**config.mk**
```make
export PLATFORM = sky130hd
export DESIGN_NAME = adsr_beat_scheduler
export DESIGN_NICKNAME = d
export VERILOG_FILES = /design/src/rtl/adsr_beat_scheduler.sv
export SDC_FILE = /design/constraint.sdc
export NUM_CORES = 1
export LEC_CHECK = 0
export BUFFER_PORTS_ARGS = -buffer_cell sky130_fd_sc_hd__buf_2
export CELL_PAD_IN_SITES_DETAIL_PLACEMENT = 1
export CELL_PAD_IN_SITES_GLOBAL_PLACEMENT = 2
export CORE_ASPECT_RATIO = 1.75
export CORE_MARGIN = 2
export CORE_UTILIZATION = 39
export DETAILED_ROUTE_END_ITERATION = 6
export GPL_TIMING_DRIVEN = 0
export PLACE_DENSITY = 0.78
export SLEW_MARGIN = 0
export SYNTH_ARGS = -nofsm -noshare
export SYNTH_HDL_FRONTEND = slang
export SYNTH_SLANG_ARGS = --single-unit
```
**constraint.sdc**
```tcl
create_clock -name clk_i -period 3.4 [get_ports clk_i]
set_clock_uncertainty 0.2 [all_clocks]
set_input_delay 0.68 -clock clk_i [delete_from_list [all_inputs] [get_ports clk_i]]
set_output_delay 0.68 -clock clk_i [all_outputs]
set_load 0.005 [all_outputs]
```
**src/rtl/adsr_beat_scheduler.sv**
```systemverilog
// Sequencing block for the ADSR pixel filter: tick generator, BPM-to-period serial
// divider, and the per-beat ADSR envelope state machine that produces env_gain.
module adsr_beat_scheduler #(
    parameter int BITS         = 8,
    parameter int TICK_CYCLES  = 200000,
    parameter int BPM_MIN      = 30,
    parameter int BPM_MAX      = 200,
    parameter int ATTACK_STEP  = 16,
    parameter int DECAY_STEP   = 4,
    parameter int SUSTAIN_FRAC = 160,
    parameter int RELEASE_STEP = 8
) (
    input  logic            clk_i,
    input  logic            rst_ni,
    input  logic            filter_enable_i,
    input  logic [7:0]      bpm_estimate_i,
    input  logic [BITS-1:0] pulse_amplitude_i,
    output logic            tick_4ms_o,
    output logic            beat_pulse_o,
    output logic [2:0]      state_o,
    output logic [BITS-1:0] env_gain_o,
    output logic [13:0]     adsr_counter_o,
    output logic [13:0]     beat_ticks_o,
    output logic            div_busy_o
);

    localparam int TW = (TICK_CYCLES > 1) ? $clog2(TICK_CYCLES) : 1;
    localparam int PW = BITS + 8;
    localparam int DIV_ITERS = 14;
    localparam logic [TW-1:0] TICK_LAST   = TW'(TICK_CYCLES - 1);
    localparam logic [13:0]   DIVIDEND    = 14'd15000;
    localparam logic [7:0]    BPM_RESET   = 8'd100;
    localparam logic [13:0]   TICKS_RESET = 14'd150;

    typedef enum logic [2:0] {
        S_IDLE    = 3'd0,
        S_ATTACK  = 3'd1,
        S_DECAY   = 3'd2,
        S_SUSTAIN = 3'd3,
        S_RELEASE = 3'd4
    } adsr_state_e;

    // ---------------- tick generator ----------------
    logic [TW-1:0] tick_cnt_q, tick_cnt_d;
    logic          tick_q, tick_d;

    always_comb begin
        tick_d     = (tick_cnt_q == TICK_LAST);
        tick_cnt_d = tick_d ? '0 : tick_cnt_q + TW'(1);
    end

    always_ff @(posedge clk_i or negedge rst_ni) begin
        if (!rst_ni) begin
            tick_cnt_q <= '0;
            tick_q     <= 1'b0;
        end else begin
            tick_cnt_q <= tick_cnt_d;
            tick_q     <= tick_d;
        end
    end

    // ---------------- BPM clamp ----------------
    logic [7:0] bpm_clamped;

    always_comb begin
        bpm_clamped = bpm_estimate_i;
        if (bpm_estimate_i < 8'(BPM_MIN)) begin
            bpm_clamped = 8'(BPM_MIN);
        end else if (bpm_estimate_i > 8'(BPM_MAX)) begin
            bpm_clamped = 8'(BPM_MAX);
        end
    end

    // ---------------- envelope / beat signals ----------------
    adsr_state_e     state_q, state_d;
    logic [BITS-1:0] gain_q, gain_d;
    logic [13:0]     cnt_q, cnt_d, cnt_inc;
    logic [13:0]     beat_ticks_q, beat_ticks_d;
    logic            armed_q, armed_d;
    logic            beat_pulse;

    // armed_q marks that the next tick must open a beat (after reset or re-enable).
    assign beat_pulse = tick_q & filter_enable_i &
                        (armed_q | (cnt_q == beat_ticks_q - 14'd1));

    // ---------------- restoring divider 15000 / bpm ----------------
    logic        div_busy_q, div_busy_d;
    logic [3:0]  div_iter_q, div_iter_d;
    logic [7:0]  div_den_q, div_den_d;
    logic [7:0]  div_rem_q, div_rem_d;
    logic [13:0] div_dq_q, div_dq_d;
    logic [7:0]  last_bpm_q, last_bpm_d;
    logic [13:0] pending_ticks_q, pending_ticks_d;
    logic        pending_valid_q, pending_valid_d;
    logic [8:0]  rem_shift;
    logic        rem_ge;

    always_comb begin
        div_busy_d      = div_busy_q;
        div_iter_d      = div_iter_q;
        div_den_d       = div_den_q;
        div_rem_d       = div_rem_q;
        div_dq_d        = div_dq_q;
        last_bpm_d      = last_bpm_q;
        pending_ticks_d = pending_ticks_q;
        pending_valid_d = pending_valid_q;
        rem_shift       = {div_rem_q, div_dq_q[13]};
        rem_ge          = (rem_shift >= {1'b0, div_den_q});

        if (beat_pulse) begin
            pending_valid_d = 1'b0;
        end

        // div_dq_q shifts dividend bits out the top and quotient bits in the bottom.
        if (div_busy_q) begin
            div_rem_d  = rem_ge ? 8'(rem_shift - {1'b0, div_den_q}) : rem_shift[7:0];
            div_dq_d   = {div_dq_q[12:0], rem_ge};
            div_iter_d = div_iter_q + 4'd1;
            if (div_iter_q == 4'(DIV_ITERS - 1)) begin
                div_busy_d      = 1'b0;
                pending_ticks_d = {div_dq_q[12:0], rem_ge};
                pending_valid_d = 1'b1;
            end
        end else if (bpm_clamped != last_bpm_q) begin
            div_busy_d = 1'b1;
            div_iter_d = '0;
            div_den_d  = bpm_clamped;
            div_rem_d  = '0;
            div_dq_d   = DIVIDEND;
            last_bpm_d = bpm_clamped;
        end
    end

    always_ff @(posedge clk_i or negedge rst_ni) begin
        if (!rst_ni) begin
            div_busy_q      <= 1'b0;
            div_iter_q      <= '0;
            div_den_q       <= '0;
            div_rem_q       <= '0;
            div_dq_q        <= '0;
            last_bpm_q      <= BPM_RESET;
            pending_ticks_q <= '0;
            pending_valid_q <= 1'b0;
        end else begin
            div_busy_q      <= div_busy_d;
            div_iter_q      <= div_iter_d;
            div_den_q       <= div_den_d;
            div_rem_q       <= div_rem_d;
            div_dq_q        <= div_dq_d;
            last_bpm_q      <= last_bpm_d;
            pending_ticks_q <= pending_ticks_d;
            pending_valid_q <= pending_valid_d;
        end
    end

    // ---------------- envelope FSM ----------------
    logic [PW-1:0]   sus_prod;
    logic [BITS-1:0] sus_level;
    logic [BITS:0]   attack_sum;

    always_comb begin
        sus_prod  = PW'(pulse_amplitude_i) * PW'(SUSTAIN_FRAC);
        sus_level = BITS'(sus_prod >> 8);
    end

    always_comb begin
        state_d      = state_q;
        gain_d       = gain_q;
        cnt_d        = cnt_q;
        armed_d      = armed_q;
        beat_ticks_d = beat_ticks_q;
        cnt_inc      = cnt_q + 14'd1;
        attack_sum   = {1'b0, gain_q} + (BITS+1)'(ATTACK_STEP);

        if (!filter_enable_i) begin
            state_d = S_IDLE;
            gain_d  = '0;
            cnt_d   = '0;
            armed_d = 1'b1;
        end else if (tick_q) begin
            if (beat_pulse) begin
                // Retrigger keeps the current gain; the new period lands only here.
                cnt_d   = '0;
                armed_d = 1'b0;
                state_d = S_ATTACK;
                if (pending_valid_q) begin
                    beat_ticks_d = pending_ticks_q;
                end
            end else begin
                cnt_d = cnt_inc;
                unique case (state_q)
                    S_ATTACK: begin
                        if (attack_sum >= {1'b0, pulse_amplitude_i}) begin
                            gain_d  = pulse_amplitude_i;
                            state_d = S_DECAY;
                        end else begin
                            gain_d = attack_sum[BITS-1:0];
                        end
                    end
                    S_DECAY: begin
                        if ({1'b0, gain_q} <= {1'b0, sus_level} + (BITS+1)'(DECAY_STEP)) begin
                            gain_d  = sus_level;
                            state_d = S_SUSTAIN;
                        end else begin
                            gain_d = gain_q - BITS'(DECAY_STEP);
                        end
                    end
                    S_SUSTAIN: begin
                        gain_d = sus_level;
                        if (cnt_inc >= {1'b0, beat_ticks_q[13:1]}) begin
                            state_d = S_RELEASE;
                        end
                    end
                    S_RELEASE: begin
                        if (gain_q <= BITS'(RELEASE_STEP)) begin
                            gain_d  = '0;
                            state_d = S_IDLE;
                        end else begin
                            gain_d = gain_q - BITS'(RELEASE_STEP);
                        end
                    end
                    default: begin
                        state_d = state_q;
                    end
                endcase
            end
        end
    end

    always_ff @(posedge clk_i or negedge rst_ni) begin
        if (!rst_ni) begin
            state_q      <= S_IDLE;
            gain_q       <= '0;
            cnt_q        <= '0;
            armed_q      <= 1'b1;
            beat_ticks_q <= TICKS_RESET;
        end else begin
            state_q      <= state_d;
            gain_q       <= gain_d;
            cnt_q        <= cnt_d;
            armed_q      <= armed_d;
            beat_ticks_q <= beat_ticks_d;
        end
    end

    assign tick_4ms_o     = tick_q;
    assign beat_pulse_o   = beat_pulse;
    assign state_o        = state_q;
    assign env_gain_o     = gain_q;
    assign adsr_counter_o = cnt_q;
    assign beat_ticks_o   = beat_ticks_q;
    assign div_busy_o     = div_busy_q;

endmodule

```
After elaboration in Yosys (flattened, before gate mapping):

Cells that the tools add are included.

* output and inout port bits: 42
* bits in registers: 117

* reduce and logical (&&, ||, !) cells: 7
* mux-type cells: 37
* magnitude comparators: 7
* multiply operators: 1
* bitwise gates (word level): 4
* $add $sub $neg: 9
* equality and inequality tests: 17

Operator list (number)
* 2-to-1 mux 8 bit: 11
* 2-to-1 mux 14 bit: 5
* case mux 8 bit (4 select lines): 1
* 2-to-1 mux 3 bit: 7
* adder 18 x 1 -> 18 bit, second input constant: 1
* equality test 18 bit, second input constant: 1
* greater-or-equal comparator 9 x 8 -> 1 bit: 2
* 2-to-1 mux 18 bit: 1
* != test 4 bit, second input constant: 4
* adder 14 x 1 -> 14 bit, second input constant: 1
* equality test 14 bit: 1
* greater-or-equal comparator 14 x 13 -> 1 bit: 1
* subtractor 14 x 1 -> 14 bit, second input constant: 1
* case mux 3 bit (4 select lines): 1
* multiplier 8 x 3 -> 11 bit, second input constant: 1
* adder 8 x 3 -> 9 bit, second input constant: 1
* adder 8 x 5 -> 9 bit, second input constant: 1
* less-or-equal comparator 8 x 9 -> 1 bit: 1
* 2-to-1 mux 1 bit: 9
* > comparator 8 bit, second input constant: 1
* less-or-equal comparator 8 x 4 -> 1 bit, second input constant: 1
* < comparator 8 x 5 -> 1 bit, second input constant: 1
* 2-to-1 mux 4 bit: 2
* != test 8 bit: 1
* other kinds (20): 25

Depth between registers and ports, before layout:

Gate-level depths: netlist of run 1.

* depth in word-level cells: 8
* depth in mapped cells: 17
* gate-level depth less buffers: 17

Worst setup path before layout of run 1:

Ideal clock, no wire load.

* kind: input to register
* start: input port pulse_amplitude_i[1]
* end: register gain_q[0], in the netlist env_gain_o[0]
* arrival time: 4026 ps
* path buffers: 0
* stages: 17
* slack: -903 ps
* cells stage by stage: ha_1 ha_1 fa_1 a21o_1 a21oi_1 xnor2_1 nand3_1 nor2_1 a21oi_1 ha_1 nand4_1 or2_2 o211a_1 a21oi_1 a22oi_1 or3_1 a21oi_1

* longest elaborated chain between the ends: 8
* elaborated cells between the ends (all ways): 10
* those cells by class: add/sub (1); mul (1); order compare (2); mux (6)

RTL lines
* start: declaration: RTL line 17 `input logic [BITS-1:0] pulse_amplitude_i,`
* multiplier 8 x 3 -> 11 bit: RTL line 162 `sus_prod = PW'(pulse_amplitude_i) * PW'(SUSTAIN_FRAC);`
* adder 8 x 3 -> 9 bit: RTL line 201 `if ({1'b0, gain_q} <= {1'b0, sus_level} + (BITS+1)'(DECAY_STEP)) begin`
* less-or-equal comparator 8 x 9 -> 1 bit: RTL line 201
* 2-to-1 mux 8 bit: RTL line 201
* case mux 8 bit (4 select lines) *: RTL line 191 `unique case (state_q)`
* 2-to-1 mux 8 bit *: RTL line 181 `if (beat_pulse) begin`
* 2-to-1 mux 8 bit *: RTL line 180 `end else if (tick_q) begin`
* 2-to-1 mux 8 bit *: RTL line 175 `if (!filter_enable_i) begin`
* end signal: assignment: RTL line 239 `gain_q <= gain_d;`
* end: declaration: RTL line 76 `logic [BITS-1:0] gain_q, gain_d;`

Mark *: on every way between the ends. The rest lies on a longest branch, timed or not. The select of a mux whose other input is x is not followed.
A chain may end at the register's enable or synchronous reset.

Worst setup path after layout of run 1:

* start: input port pulse_amplitude_i[3]
* end: register gain_q[1], in the netlist env_gain_o[1]

The elaborated chain is that of the path after synthesis.

==> results of run 1 <==
-- worst max-delay path: stages --
cell     delay, ps
buf_8          110
ha_4           240
ha_4           160
fa_2           430
a21o_1         200
a21oi_2        170
xnor2_2        180
nand3_2        130
nor2_1         110
a21oi_1         80
ha_2           340
nand4_1        120
or2_4          260
o211a_4        170
a21oi_4        180
a22oi_1        140
or3_1          320
a21oi_1        130
-- cells in the mapped netlist, drive strengths merged, types with 5 or more instances --
| cell type | count | area (um^2) |
|---|---|---|
| o211ai | 9 | 67.56 |
| o21ai | 44 | 220.2 |
| nor3b | 5 | 37.54 |
| and2 | 8 | 50.05 |
| clkbuf | 30 | 112.6 |
| o21bai | 7 | 52.55 |
| a2bb2oi | 7 | 61.31 |
| a21oi | 23 | 115.1 |
| mux2i | 12 | 120.1 |
| nand2b | 8 | 50.05 |
| ha | 60 | 750.7 |
| mux2 | 21 | 274.0 |
| o22ai | 6 | 37.54 |
| nand2 | 88 | 330.3 |
| a31o | 5 | 43.79 |
| nor2 | 52 | 195.2 |
| or2 | 7 | 43.80 |
| nor3 | 15 | 75.07 |
| and3 | 6 | 37.54 |
| a21o | 6 | 45.04 |
| or3 | 5 | 31.28 |
| nand4 | 10 | 62.56 |
| nor4 | 7 | 65.06 |
| inv | 51 | 191.4 |
| dfstp | 8 | 210.2 |
| xor2 | 22 | 192.7 |
| dfrtp | 104 | 2603 |
| a22o | 12 | 105.1 |
| buf | 10 | 75.07 |
| and4 | 6 | 55.05 |
| xnor2 | 50 | 437.9 |
| o31ai | 10 | 75.07 |
| nand3 | 40 | 200.2 |
| a211oi | 7 | 57.55 |
| o21a | 9 | 67.56 |
-- layout make-up --
cell class	instances	area share, %
plain buffers	40	2.153
clock buffers	9	2.500
clock inverters	7	1.097
inverters	51	2.125
multi-input cells	614	52.32
flip-flops and latches	112	31.24
well taps	241	3.347
repair buffers	75	5.222
-- cells by family (layout without fill, tap and decap cells) --
kind of cell,after synthesis,after routing,synth area share (%)
AO/OA/AOI/OAI,180,180,16.42
AND/OR/NAND/NOR,266,266,17.30
multiplexers,33,33,5.194
XOR/XNOR,73,73,8.607
flip-flops,112,112,37.07
adder cells (fa/ha/maj),62,62,10.42
buffers and inverters,91,182,4.996
-- layer usage --
metal / track usage (%) / part of all wire [%] / up-vias
li1: - / - / 3065
met1: 23.71 / 38 / 3178
met2: 42.62 / 56 / 96
met3: 2.767 / 1.9 / 48
met4: 9.640 / 3.8 / 0
met5: 0 / 0 / -
-- path summary, 6_finish.rpt --
path	cells past startpoint	startpoint	end
min in group asynchronous	2	rst_ni	adsr_counter_o[7]
max in group asynchronous	3	rst_ni	armed_q
hold / removal	1	tick_cnt_q[0]	tick_cnt_q[0]
hold reg to reg	1	tick_cnt_q[0]	tick_cnt_q[0]
setup reg to reg	12	adsr_counter_o[2]	state_o[1]
setup / recovery	18	pulse_amplitude_i[3]	env_gain_o[1]
-- state kept, by name, summed over array words and instances (netlist names) --
register	count
state_o	3
tick_4ms_o	1
env_gain_o	8
beat_ticks_o	14
armed_q	1
last_bpm_q	3
pending_valid_q	1
div_den_q	8
pending_ticks_q	14
adsr_counter_o	14
tick_cnt_q	18
div_dq_q	14
div_iter_q	4
div_rem_q	8
div_busy_o	1
-- metrics by stage --
step | power (W) | setup TNS (ps) | util (%)
finish | 0.004809 | -6821 | 47.13
global route | 0.005181 | -8597 | 47.13
CTS | 0.004853 | -6277 | 46.58
detailed placement | 0.003625 | -16610 | 43.45
global placement | 0.003490 | -13500 | 43.27
floorplan | 0.003108 | -5605 | -
-- power groups by stage --
| stage | registers, W | clock network [W] | logic [W] |
|---|---|---|---|
| final | 0.00192 | 0.00116 | 0.00173 |
| after global routing | 0.00197 | 0.00126 | 0.00195 |
| after CTS | 0.00192 | 0.00120 | 0.00173 |
| after detailed placement | 0.00195 | 0 | 0.00167 |
| after global placement | 0.00193 | 0 | 0.00156 |
| after floorplan | 0.00187 | 0 | 0.00124 |
-- timing repair --
item                                    CTS  global route
gates resized for setup                  37            16
hold buffers                              1             0
pin swaps                                28            17
setup buffers                            10             5
hold endpoints to repair                 20             0
endpoints found under the setup margin   12            25
==> impl_metrics.yaml, run 1 <==
outcome:
  status: "finished with violations"
  violations: "negative setup slack"
worst_setup_path:
  critPathKind: "in2reg"
  r2r_setup_slack_ps: -370
  worstPathMaxFanout: 4
  cp-end-kind: "flip-flop"
  startpoint_type: "input port"
  crit_required_ps: 3500
  arrival_ps: 4160
power_and_ir_drop:
  power.leakage_nw: 4.046
  power_switching_w: 0.001766
  seqPwrFrac_pct: 39.9
  clock_power_share_pct: 24.2
  pwr-share-comb_pct: 35.9
  swShare_pct: 36.74
  ir_drop_uv: 532.4
  intPower_w: 0.003042
  p_per_area_nw_per_um2: 533.8
detailed_routing:
  vias: 6387
  wirelength_um: 21870
  drcViolationCount: 0
  wl_per_cell_um: 19.03
  ant_nets: 0
  viasPerCell: 5.559
  dr.first_iter.drc_count: 230
  drt_pass1_iterations: 4
finish:
  multi_input_area_um2: 4713
  diodes: 0
  fill_cells: 2201
  mostFrequentLayoutCells: "103 x dfrtp_1, 86 x nand2_1, 59 x buf_2"
  drive_gt1_share_pct: 21.48
  synthToLayoutAreaGrowth_pct: 18.71
  final_cells: 1149
  regArea_um2: 2814
  fin_nets: 984
  layout_commonest_cell: "dfrtp_1"
  final_area_um2: 9009
timing:
  clock.fmax_mhz: 246.4
  fin_ws_ps: -659.0
  grt_setup_unrepaired: "true"
  max-slew-margin-rel_pct: 44.23
  fin_crit_ps: 4059
  hold_viol: 0
  finalCritPeriodShare_pct: 119.4
  hold_slack_ps: 275.3
  drv_slew: 0
  max_slew.worst_pin.slew_ps: 833.4
  setup_viol: 12
synth:
  mappedNetlistArea_um2: 7589
  ys.warnings.count: 0
  synth_edf_count: 0
  ys_ff_latch: 112
  synth_fp_nets: 898
  synth_flop_cell: "dfrtp_1"
  yosysSeqAreaShare_pct: 37.07
  syn_inst: 817
  synth.distinct_cells: 71
  ys_async_sr_fraction_pct: 100.0
  avgSynthCellArea_um2: 9.288
place:
  dp_hpwl_um: 17010
  place_ws_ps: -1428
  routabilityCongestion: 0.8832
  placed_cells: 1117
  io_buffers: 58
  placed_cell_area_um2: 8304
job:
  drv_cap: 0
global_route:
  grt_pass1_wl_um: 36020
  track_usage_pct: 22.36
  grt_pass1_vias: 7057
  grt_overflow: 0
  antenna_found_initial: 0
  grt_max_degree: 86
floorplan:
  ios: 61
  coreArea_um2: 19110
  die_w_um: 109.4
  initial_core_util_pct: 39.70
  rows: 67
  die_height_um: 188.5
  die_area_um2: 20630
clock_tree:
  clock_latency_ps: 370
  tritoncts: "yes"
  clk_pin_slew_ps: 80
  cts_buffer_depth: 2
  clkSinkCount: 112
  ctsHtreeMaxLevel: 3
  numCtsBuffers: 9
  cts-root-buf: "clkbuf_16"
hold_path:
  hold_path_class: "reg2reg"
(Power assumes the default switching activity.)
==> inputs of run 2 (changes only) <==
CORE_UTILIZATION = 42   (was 39)
CTS_CLUSTER_SIZE = 10   (was unset)
PLACE_DENSITY = 0.83   (was 0.78)
clock period = 5.05 ns   (was 3.4 ns; I/O delays follow)
==> run 2 against run 1 <==
Against the previous run: sequential power decreased by 33%; first-iteration DRC count decreased by 16%; sequential cell count unchanged; critical path depth decreased by 1; critical path type unchanged; die area decreased by 6.9%; register-to-register slack improved by 1900 ps; cell count decreased by 2.0%; routed wire length decreased by 2.6%; non-clock buffer count decreased by 16; via count decreased by 0.78%; the flow now finishes without violations; sequential share of layout area increased by 1.7 points; global-route usage increased by 0.72 points.
==> impl_metrics.yaml, run 2 (synthesis results as in run 1) <==
outcome:
  status: "finished, final reports clean"
worst_setup_path:
  cp-end-kind: "flip-flop"
  crit_path_max_incr_delay_ps: 450
  startpoint_type: "input port"
  critPathKind: "in2reg"
  cpLargestDelayFamily: "simple AND/OR/NAND/NOR gates"
  critical_path.cell_chain: "buf_2 > ha_1 > ha_1 > fa_1 > a21o_1 > a21oi_1 > xnor2_2 > nand3_1 > xor2_1 > ha_1 > nor4_1 > o21ai_0 > o211a_1 > nand2_1 > nand3_1 > or3_1 > a21oi_1"
  crit_required_ps: 5130
  worstPathMaxFanout: 5
  arrival_ps: 4960
  critPathSlowestCell: "fa_1"
  crit_top_cell: "ha_1"
  cp_num_buf_inv: 1
power_and_ir_drop:
  ir_drop_uv: 352.2
  total_power_w: 0.003181
  power.leakage_nw: 3.912
  p_per_area_nw_per_um2: 372.0
place:
  io_buffers: 58
  placed_cells: 1110
  dp_hpwl_um: 16790
  place_ws_ps: -242.3
  routabilityCongestion: 0.8485
floorplan:
  coreArea_um2: 17890
  die_area_um2: 19200
  ios: 61
  die_w_um: 105.6
  rows: 65
  initial_core_util_pct: 42.41
  die_height_um: 181.8
finish:
  mostFrequentLayoutCells: "104 x dfrtp_1, 88 x nand2_1, 62 x buf_2"
  fin_nets: 968
  final_cells: 1126
  drive_gt1_share_pct: 15.02
  layout_commonest_cell: "dfrtp_1"
  largest_register_ffs: 18
  fill_cells: 2118
  utilization_pct: 47.79
  diodes: 0
  regMostFlops: "tick_cnt_q"
  synthToLayoutAreaGrowth_pct: 12.68
global_route:
  grt_pass1_vias: 6868
  grt_overflow: 0
  grt_max_degree: 95
  grt_pass1_wl_um: 35370
  track_usage_pct: 23.08
  antenna_found_initial: 0
clock_tree:
  cts-root-buf: "clkbuf_16"
  clkSinkCount: 112
  clock_latency_ps: 350
  numCtsBuffers: 9
  cts_buffer_depth: 2
  tritoncts: "yes"
  cts_hold_buf: 0
  clk_pin_slew_ps: 80
  ctsHtreeMaxLevel: 3
timing:
  finalCritPeriodShare_pct: 96.68
  fin_tns_setup_ps: 0
  drv_slew: 0
  fin_crit_ps: 4882
  grt_setup_unrepaired: "true"
  hold_viol: 0
  clock.fmax_mhz: 204.8
  fin_ws_ps: 167.8
  max_slew.worst_pin.slew_ps: 743.6
  setup_viol: 0
  max-slew-margin-rel_pct: 49.14
hold_path:
  hold_path_class: "in2async"
detailed_routing:
  vias: 6337
  drt_pass1_iterations: 4
  ant_nets: 0
  met1_length_um: 8147
  wl_per_cell_um: 18.91
  drcViolationCount: 0
  dr_wl_met2_um: 11980
  viasPerCell: 5.628
  dr.first_iter.drc_count: 194
  wirelength_um: 21290
  top_layer_used: "met4"
  wl_met3_um: 471
job:
  drv_cap: 0
-- run 2: changes by cell type in the layout (fill, tap and decap cells not counted), moves of 4 or more --
cell and change:
a21oi_2 -5, ha_4 -5, buf_6 -4, buf_4 -13, o21ai_0 +4, nand3_1 +4
ha_1 +9, a21oi_1 +6, ha_2 -4
-- run 2: final timing paths --
kind | from | to | slack, ps | depth (start not counted)
max | pulse_amplitude_i[1] | env_gain_o[1] | 170 | 17
min | rst_ni | adsr_counter_o[6] | 280 | 1
max reg2reg | adsr_counter_o[2] | state_o[1] | 1480 | 12
min reg2reg | pending_ticks_q[10] | pending_ticks_q[10] | 280 | 2
max in group asynchronous | rst_ni | last_bpm_q[6] | 3610 | 2
min in group clk_i | pending_ticks_q[10] | pending_ticks_q[10] | 280 | 2
-- run 2: worst register-to-register path: stages (launching register included) --
cell and delay [ps]:
dfrtp_1 340, clkbuf_1 330, and4_1 320, nand3_1 110
xnor2_1 220, ha_1 290, a21o_1 170, a2111oi_0 540
o211ai_1 160, nand2_1 130, nand3_1 130, a31o_2 250
a221oi_1 280
-- run 2: power by group --
| part | switching [W] | internal [W] |
|---|---|---|
| Clock | 0.000342 | 0.000451 |
| Sequential | 0.000165 | 0.00113 |
| Combinational | 0.000612 | 0.000483 |
| Total | 0.00112 | 0.00206 |
-- run 2: layout make-up --
type / count / area [um^2] / share of cell area (%)
Buffer: 40 / 187.7 / 2.195
Clock buffer: 10 / 239.0 / 2.795
Clock inverter: 6 / 90.09 / 1.054
Inverter: 51 / 191.4 / 2.239
Multi-Input combinational cell: 614 / 4413 / 51.61
Sequential cell: 112 / 2813 / 32.89
Tap cell: 234 / 292.8 / 3.424
Timing Repair Buffer: 59 / 324.1 / 3.790
-- run 2: per-stage QoR --
stage                     hold WS (ps)  instance area (um^2)
after floorplan                  232.9                  7589
after global routing             286.7                  8551
after detailed placement         258.1                  8205
after CTS                        279.7                  8534
final                            275.0                  8551
after global placement           244.0                  8172
-- run 2: timing repair --
action                                  in CTS  in global routing
endpoints found under the setup margin       0                  7
setup buffers                                0                  0
resized for setup                            0                  3
hold endpoints to repair                     0                  0
-- run 2: routing by layer --
layer  GRT usage [%]  vias to the layer above
met3           2.405                       36
met2           44.93                      104
met5               0                        -
li1                -                     3034
met4           9.684                        0
met1           24.69                     3163
